`src/rtl/regfile_dump_pkg.sv`:
```
// Shared constants for the register-file debug dump engine: FSM encoding,
// register count and the address reported on the checksum word.
package regfile_dump_pkg;

  localparam int NUM_REGS   = 32;
  localparam int REG_ADDR_W = $clog2(NUM_REGS);

  typedef logic [2:0] state_t;

  localparam state_t ST_IDLE = 3'd0;
  localparam state_t ST_LOAD = 3'd1;
  localparam state_t ST_SEND = 3'd2;
  localparam state_t ST_SUM  = 3'd3;
  localparam state_t ST_DONE = 3'd4;

  // m_addr value carried by the trailing checksum word
  localparam int SUM_ADDR = 0;

endpackage

```
`src/rtl/regfile_dump.sv`:
```
// Walks every register through an async read port, streams each value over
// valid/ready and finishes with an XOR checksum word flagged by m_last.
module regfile_dump
  import regfile_dump_pkg::*;
#(
  parameter int DATA_W = 32,
  parameter int ADDR_W = REG_ADDR_W
) (
  input  logic              clk,
  input  logic              reset,
  input  logic              start,
  input  logic              abort,
  output logic [ADDR_W-1:0] rd_addr,
  input  logic [DATA_W-1:0] rd_data,
  output logic              m_valid,
  input  logic              m_ready,
  output logic [DATA_W-1:0] m_data,
  output logic [ADDR_W-1:0] m_addr,
  output logic              m_last,
  output logic              busy,
  output logic              done
);

  localparam logic [ADDR_W-1:0] LAST_IDX = ADDR_W'((2 ** ADDR_W) - 1);

  state_t            state_q,   state_d;
  logic [ADDR_W-1:0] idx_q,     idx_d;
  logic [DATA_W-1:0] sum_q,     sum_d;
  logic [DATA_W-1:0] m_data_q,  m_data_d;
  logic [ADDR_W-1:0] m_addr_q,  m_addr_d;
  logic              m_valid_q, m_valid_d;
  logic              m_last_q,  m_last_d;
  logic              done_q,    done_d;

  logic handshake;

  assign handshake = m_valid_q & m_ready;

  always_comb begin
    state_d   = state_q;
    idx_d     = idx_q;
    sum_d     = sum_q;
    m_data_d  = m_data_q;
    m_addr_d  = m_addr_q;
    m_valid_d = m_valid_q;
    m_last_d  = m_last_q;
    done_d    = 1'b0;

    case (state_q)
      ST_IDLE: begin
        m_valid_d = 1'b0;
        m_last_d  = 1'b0;
        if (start) begin
          idx_d   = '0;
          sum_d   = '0;
          state_d = ST_LOAD;
        end
      end

      ST_LOAD: begin
        if (abort) begin
          state_d = ST_IDLE;
        end else begin
          // the register is sampled here, so later writes to it are not seen
          m_data_d  = rd_data;
          m_addr_d  = idx_q;
          sum_d     = sum_q ^ rd_data;
          m_valid_d = 1'b1;
          state_d   = ST_SEND;
        end
      end

      ST_SEND: begin
        if (abort) begin
          m_valid_d = 1'b0;
          state_d   = ST_IDLE;
        end else if (handshake) begin
          if (idx_q == LAST_IDX) begin
            m_data_d = sum_q;
            m_addr_d = ADDR_W'(SUM_ADDR);
            m_last_d = 1'b1;
            state_d  = ST_SUM;
          end else begin
            idx_d     = idx_q + 1'b1;
            m_valid_d = 1'b0;
            state_d   = ST_LOAD;
          end
        end
      end

      ST_SUM: begin
        if (abort) begin
          m_valid_d = 1'b0;
          m_last_d  = 1'b0;
          state_d   = ST_IDLE;
        end else if (handshake) begin
          m_valid_d = 1'b0;
          m_last_d  = 1'b0;
          done_d    = 1'b1;
          state_d   = ST_DONE;
        end
      end

      ST_DONE: begin
        state_d = ST_IDLE;
      end

      default: begin
        m_valid_d = 1'b0;
        m_last_d  = 1'b0;
        state_d   = ST_IDLE;
      end
    endcase
  end

  always_ff @(posedge clk) begin
    if (!reset) begin
      state_q   <= ST_IDLE;
      idx_q     <= '0;
      sum_q     <= '0;
      m_data_q  <= '0;
      m_addr_q  <= '0;
      m_valid_q <= 1'b0;
      m_last_q  <= 1'b0;
      done_q    <= 1'b0;
    end else begin
      state_q   <= state_d;
      idx_q     <= idx_d;
      sum_q     <= sum_d;
      m_data_q  <= m_data_d;
      m_addr_q  <= m_addr_d;
      m_valid_q <= m_valid_d;
      m_last_q  <= m_last_d;
      done_q    <= done_d;
    end
  end

  assign rd_addr = (state_q == ST_IDLE) ? '0 : idx_q;
  assign m_valid = m_valid_q;
  assign m_data  = m_data_q;
  assign m_addr  = m_addr_q;
  assign m_last  = m_last_q;
  assign busy    = (state_q != ST_IDLE);
  assign done    = done_q;

endmodule

```
`config.mk`:
```
export PLATFORM = sky130hd
export DESIGN_NAME = regfile_dump
export DESIGN_NICKNAME = d
export VERILOG_FILES = /design/src/rtl/regfile_dump_pkg.sv /design/src/rtl/regfile_dump.sv
export SDC_FILE = /design/constraint.sdc
export NUM_CORES = 1
export LEC_CHECK = 0
export CAP_MARGIN = 15
export CORE_ASPECT_RATIO = 1.5
export CORE_MARGIN = 2
export CORE_UTILIZATION = 46
export DETAILED_ROUTE_END_ITERATION = 16
export GPL_ROUTABILITY_DRIVEN = 1
export PLACE_DENSITY_LB_ADDON = 0.25
export RECOVER_POWER = 50
export REMOVE_ABC_BUFFERS = 1
export SYNTH_ARGS = -nofsm -noshare
export SYNTH_HDL_FRONTEND = slang
export SYNTH_SLANG_ARGS = --single-unit
```
`constraint.sdc`:
```
create_clock -name clk -period 2.07 [get_ports clk]
set_clock_uncertainty 0.15 [all_clocks]
set_input_delay 0.414 -clock clk [delete_from_list [all_inputs] [get_ports clk]]
set_output_delay 0.414 -clock clk [all_outputs]
set_load 0.02 [all_outputs]
```
After elaboration in Yosys (flattened, before gate mapping) --
Cells that the tools add are included.
Word-level totals: output and inout port bits 46, word-level logic and storage cells 81, register bits 80
Operators by class: equality and inequality tests 14, $add $sub $neg 1, reductions and logical operators 13, muxes and demuxes 39, bitwise gates (word level) 6
Operator list (count):
- two-way mux 32 bit | 6
- one-hot mux 32 bit (2 select lines) | 2
- two-way mux 5 bit | 9
- bitwise XOR 32 bit | 1
- one-hot mux 5 bit (2 select lines) | 2
- AND reduction 5 bit | 4
- two-way mux 3 bit | 5
- != test 2 bit, second input constant | 6
- one-hot mux 3 bit (4 select lines) | 1
- two-way mux 1 bit | 10
- != test 3 bit, second input constant | 3
- == test 3 x 2 -> 1 bit, second input constant | 2
- AND reduction 3 bit | 2
- nonzero test 2 bit | 3
- adder 5 x 1 -> 5 bit, second input constant | 1
- == test 5 bit, second input constant | 1
- two-way mux 2 bit | 2
- inverter 1 bit | 4
- one-hot mux 1 bit (4 select lines) | 1
- == test 3 x 1 -> 1 bit, second input constant | 1
- == test 3 bit, second input constant | 1
- zero test 3 bit | 1
- one-hot mux 1 bit (3 select lines) | 1
- nonzero test 3 bit | 1
- 3 further kinds | 3

Longest topological paths before layout --
word-level depth 5, depth in mapped cells 9, gate-level depth less buffers 7

Worst setup path after synthesis --
Ideal clock, no wire load.
path kind flip-flop to flip-flop, start point reg idx_q[0], end point reg idx_q[2], slack -0.052 ns, data arrival time 1.835 ns, required time 1.783 ns, clock period less this slack 2.122 ns, setup time 0.137 ns, cell stages (with the launch flop) 8, cell sequence dfxtp_1 -> ha_1 -> and3_1 -> ha_1 -> nor4bb_1 -> mux2i_1 -> a2111oi_0 -> o32ai_1
Between the ends: word-level cells in the longest chain between the ends 5, elaborated cells between the ends (all ways) 8, those cells by class add/sub: 1; eq/ne: 2; mux: 4; reduce/logical: 1
Ends and longest elaborated chain:
- start: declaration | RTL line regfile_dump.sv:27 | logic [ADDR_W-1:0] idx_q, idx_d;
- start signal: assignment | RTL line regfile_dump.sv:128 | idx_q <= idx_d;
- adder 5 x 1 -> 5 bit | RTL line regfile_dump.sv:84 | idx_d = idx_q + 1'b1;
- two-way mux 5 bit | RTL line regfile_dump.sv:78 | if (idx_q == LAST_IDX) begin
- two-way mux 5 bit | RTL line regfile_dump.sv:77 | end else if (handshake) begin
- two-way mux 5 bit | RTL line regfile_dump.sv:74 | if (abort) begin
- one-hot mux 5 bit (2 select lines) | RTL line regfile_dump.sv:49 | case (state_q)
Several ways; a longest one is shown, not always the timed one. The select of a mux whose other input is x is not followed. A chain may end at the register's enable or synchronous reset.

Final worst setup path --
start point reg idx_q[0], end point reg m_data_q[15] (netlist: m_data[15])
Between the ends: word-level cells in the longest chain between the ends 3
Ends and longest elaborated chain:
- == test 5 bit | RTL line regfile_dump.sv:78
- != test 2 bit (no source line)
- AND reduction 5 bit (no source line)
- end signal: assignment | RTL line regfile_dump.sv:130 | m_data_q <= m_data_d;
- end: declaration | RTL line regfile_dump.sv:29 | logic [DATA_W-1:0] m_data_q, m_data_d;
No other way between the ends.

==> flow_summary_export.csv <==
group,metric,value,unit
global_routing,grt_pass1_wl,16400,µm
place,port_buffers,82,
detailed_routing,highest_layer,"met4",
logic_synthesis,synthMuxAreaShare,9.20,%
clock_network,root_buffer,"clkbuf_16",
logic_synthesis,synthDistinctLibCells,40,
detailed_routing,vias,3356,
sta,maxSlewHeadroom,65.7,%
hold_path,holdPathEnd,"m_addr[2]$_SDFFE_PN0P_",
layout,regArea,1600,µm²
clock_network,holdBufCountCts,0,
hold_path,min_path_cells,1,
layout,multiInputGateArea,2130,µm²
place,dp_hpwl,6200,µm
global_routing,antenna_found_initial,0,
floorplanning,dieArea,9040,µm²
setup_path,cp-end-kind,"register",
logic_synthesis,synth_area,3810,µm²
detailed_routing,vias_per_cell,5.63,
layout,diodes,0,
global_routing,grt.overflow.total,0,
setup_path,arrival,2.17,ns
layout,n_fill_cell,643,
logic_synthesis,synth-xor-area-share,7.59,%
detailed_routing,drcViolationCount,0,
layout,area_delta_synth_final,45.1,%
setup_path,reg2reg_to,"m_data[15]$_SDFFE_PN0P_",
status,violations,"setup timing",
setup_path,critPathLaunchType,"register",
detailed_routing,routed_wirelength,10700,µm
sta,hold_ws,0.335,ns
logic_synthesis,ys_seq_area_share,42.1,%
sta,period_needed,2.10,ns
logic_synthesis,async_flop_share,0,%
status,outcome,"finished with violations",
clock_network,clock_path_buffers,2,
layout,num-nets-final,525,
detailed_routing,wl_met1,4490,µm
setup_path,timing.rr.start,"idx_q[0]$_SDFFE_PN0P_",
global_routing,grt_pass1_vias,3346,
floorplanning,placeableCoreArea,8010,µm²
flow_run,drv_cap,0,
hold_path,min_path_type,"register to register",
detailed_routing,wl_per_cell,18.0,µm
logic_synthesis,synthFlopType,"dfxtp_1",
sta,rsz0062_at_grt,"true",
setup_path,critPathSlowestCell,"dfxtp_2",
clock_network,cts_num_sinks,80,
clock_network,path_clk_slew,0.06,ns
hold_path,min_from,"m_addr[2]$_SDFFE_PN0P_",
place,routabilityCongestion,0.738,
clock_network,numCtsBuffers,9,
detailed_routing,first_pass_iters,4,
sta,hold_viol_final,0,
sta,finalSetupTns,-0.344,ns
layout,drive_gt1_share,23.2,%
detailed_routing,drt.antenna.violating_nets,0,
global_routing,grt_max_degree,36,
floorplanning,dieHeight,115,µm
power_and_ir_drop,peakVddDrop,0.000554,V
setup_path,reg2reg_depth,9,
sta,period_share,101,%
global_routing,grt_usage,23.0,%
sta,final.setup.worst_slack,-0.0292,ns
floorplanning,die_width,78.3,µm
logic_synthesis,syn_avg_cell_area,9.84,µm²
power_and_ir_drop,p_leak,0.00206,µW
sta,worst_pin_slew,0.514,ns
floorplanning,num_io_pins,83,
logic_synthesis,synth-simple-area-share,8.94,%
power_and_ir_drop,power_density,687,nW/µm²
setup_path,cp_slowest_stage_delay,0.35,ns
setup_path,worstPathRequired,2.14,ns
logic_synthesis,synth_top_family_by_area,"compound AO/OA/AOI/OAI gates",
logic_synthesis,ys_ff_latch,80,
logic_synthesis,synthAdderAreaFrac,0.657,%
setup_path,cp_cell_sequence,"ha_4 -> and3_4 -> ha_4 -> buf_6 -> nand3b_1 -> a21boi_4 -> and2_4 -> clkbuf_16 -> a211oi_2",
logic_synthesis,synth_compound_area_share,26.0,%
setup_path,r2r_slack,-0.03,ns
floorplanning,row_count,40,
sta,drv_slew,0,
clock_network,clock_latency,0.34,ns
place,place_ws,-0.222,ns
clock_network,cts_tree,"done",
logic_synthesis,synth_cells,387,
detailed_routing,drtIter0Drc,218,
logic_synthesis,synth_enable_flop_cells,0,
setup_path,timing_worst_setup_path_type,"register to register",
floorplanning,initial_utilization,47.5,%
setup_path,crit_path_max_fanout,6,
setup_path,cpMostUsedCell,"ha_4",
clock_network,ctsHtreeMaxLevel,3,
power_and_ir_drop,power,3800,µW
logic_synthesis,yosysWarnings,0,
layout,utilization,69.0,%
sta,setup-violations-final,23,
sta,max_freq,476,MHz
detailed_routing,wl_met3,414,µm
detailed_routing,route.met2.wl,5620,µm
==> placed cells by master, fill, tap and decap left out, types with 2 or more instances in the layout <==
master,Yosys,layout
a2111oi_2,0,2
buf_2,9,4
buf_6,5,5
a211oi_2,30,30
a21oi_1,35,31
clkbuf_1,21,3
inv_1,4,4
clkdlybuf4s50_1,0,42
nor3_1,2,2
buf_12,0,10
ha_4,0,2
nor2b_1,5,4
clkinv_2,0,3
a21oi_2,1,4
clkbuf_8,0,3
nor2_1,38,37
xor2_1,33,33
dfxtp_2,0,2
mux2i_1,35,34
nand2_1,10,9
dfxtp_1,80,78
and2_1,6,5
a211oi_1,3,3
o21ai_0,3,2
a32o_1,5,5
dlygate4sd3_1,0,34
o211ai_1,33,33
clkbuf_16,0,15
nand3_1,5,5
buf_4,1,20
==> layer usage <==
layer	global-route usage (%)	vias up
met1	26.6	1651
met2	42.2	84
li1	-	1606
met4	6.78	0
met3	5.22	15
met5	0	-
==> cells by family (layout without fill, tap and decap cells) <==
family | Yosys count | after routing
DFF | 80 | 80
buffers and inverters | 42 | 146
AOI/OAI and AO/OA | 121 | 121
muxes | 35 | 35
xor gates and xnor gates | 33 | 33
and+or+nand+nor | 74 | 74
adders and majority gates | 2 | 2
==> per-stage QoR <==
| stage | cells | instance area, µm² |
|---|---|---|
| after floorplan | 350 | 3620 |
| after global placement | 570 | 4960 |
| after detailed placement | 570 | 4960 |
| after CTS | 586 | 5310 |
| after global routing | 596 | 5530 |
| final | 596 | 5530 |
==> timing repair <==
action                                  4_1_cts  5_1_grt
gates cloned                                  0        7
endpoints found under the hold margin         0        0
resized for setup                            30       22
pin swaps                                     9       24
endpoints found under the setup margin       37       45
buffers inserted                              0        3
==> where the power goes <==
part           internal (µW)  switching, µW
combinational            301            327
sequential              1610           42.6
clock                    905            616
total                   2810            986
==> critical path: cells and delay by family, from the launching register on <==
| family | cells | cell delay (ns) |
|---|---|---|
| AOI/OAI and AO/OA | 2 | 0.32 |
| buffers and inverters | 2 | 0.29 |
| and+or+nand+nor | 3 | 0.59 |
| DFF | 1 | 0.35 |
| adders and majority gates | 2 | 0.28 |
==> cells in the mapped netlist, types with 2 or more instances <==
| cell type | instances | area, µm² |
|---|---|---|
| dfxtp_1 | 80 | 1600 |
| a21oi_1 | 35 | 175 |
| and2_1 | 6 | 37.5 |
| a211oi_2 | 30 | 375 |
| nand2_1 | 10 | 37.5 |
| ha_1 | 2 | 25.0 |
| and3_1 | 2 | 12.5 |
| nor3_1 | 2 | 10.0 |
| inv_1 | 4 | 15.0 |
| or3_1 | 2 | 12.5 |
| o211ai_1 | 33 | 248 |
| nor2_1 | 38 | 143 |
| xor2_1 | 33 | 289 |
| buf_2 | 9 | 45.0 |
| mux2i_1 | 35 | 350 |
| clkbuf_1 | 21 | 78.8 |
| a32o_1 | 5 | 50.1 |
| buf_6 | 5 | 56.3 |
| o21ai_0 | 3 | 15.0 |
| nor2b_1 | 5 | 31.3 |
| a211oi_1 | 3 | 22.5 |
| a2111oi_0 | 2 | 17.5 |
| nand3_1 | 5 | 25.0 |
==> layout make-up <==
class	count	share of cell area, %
Multi-Input combinational cell	265	38.5
Sequential cell	80	29.0
Timing Repair Buffer	125	24.6
Clock buffer	13	4.89
Tap cell	105	2.38
Inverter	5	0.340
Clock inverter	3	0.272
==> state kept, by name (all words and copies together) (netlist names) <==
signal,flops
m_data,32
done,1
idx_q,5
sum_q,32
m_addr,5
m_last,1
state_q,3
m_valid,1
==> worst max-delay path by stage <==
stage                                  startpoint                       to  slack, ns  cells past startpoint
after floorplan           state_q[1]$_SDFFE_PN0P_    idx_q[3]$_SDFFE_PN0P_      -3.16                      4
after global placement                    m_ready    idx_q[2]$_SDFFE_PN0P_      -0.23                      5
after detailed placement                  m_ready    idx_q[2]$_SDFFE_PN0P_      -0.22                      5
after CTS                   idx_q[0]$_SDFFE_PN0P_  m_data[30]$_SDFFE_PN0P_      -0.04                      9
after global routing        idx_q[0]$_SDFFE_PN0P_   m_data[2]$_SDFFE_PN0P_       -0.1                     10
final                       idx_q[0]$_SDFFE_PN0P_  m_data[15]$_SDFFE_PN0P_      -0.03                      9
No activity file was read; power rests on OpenSTA's default activity.
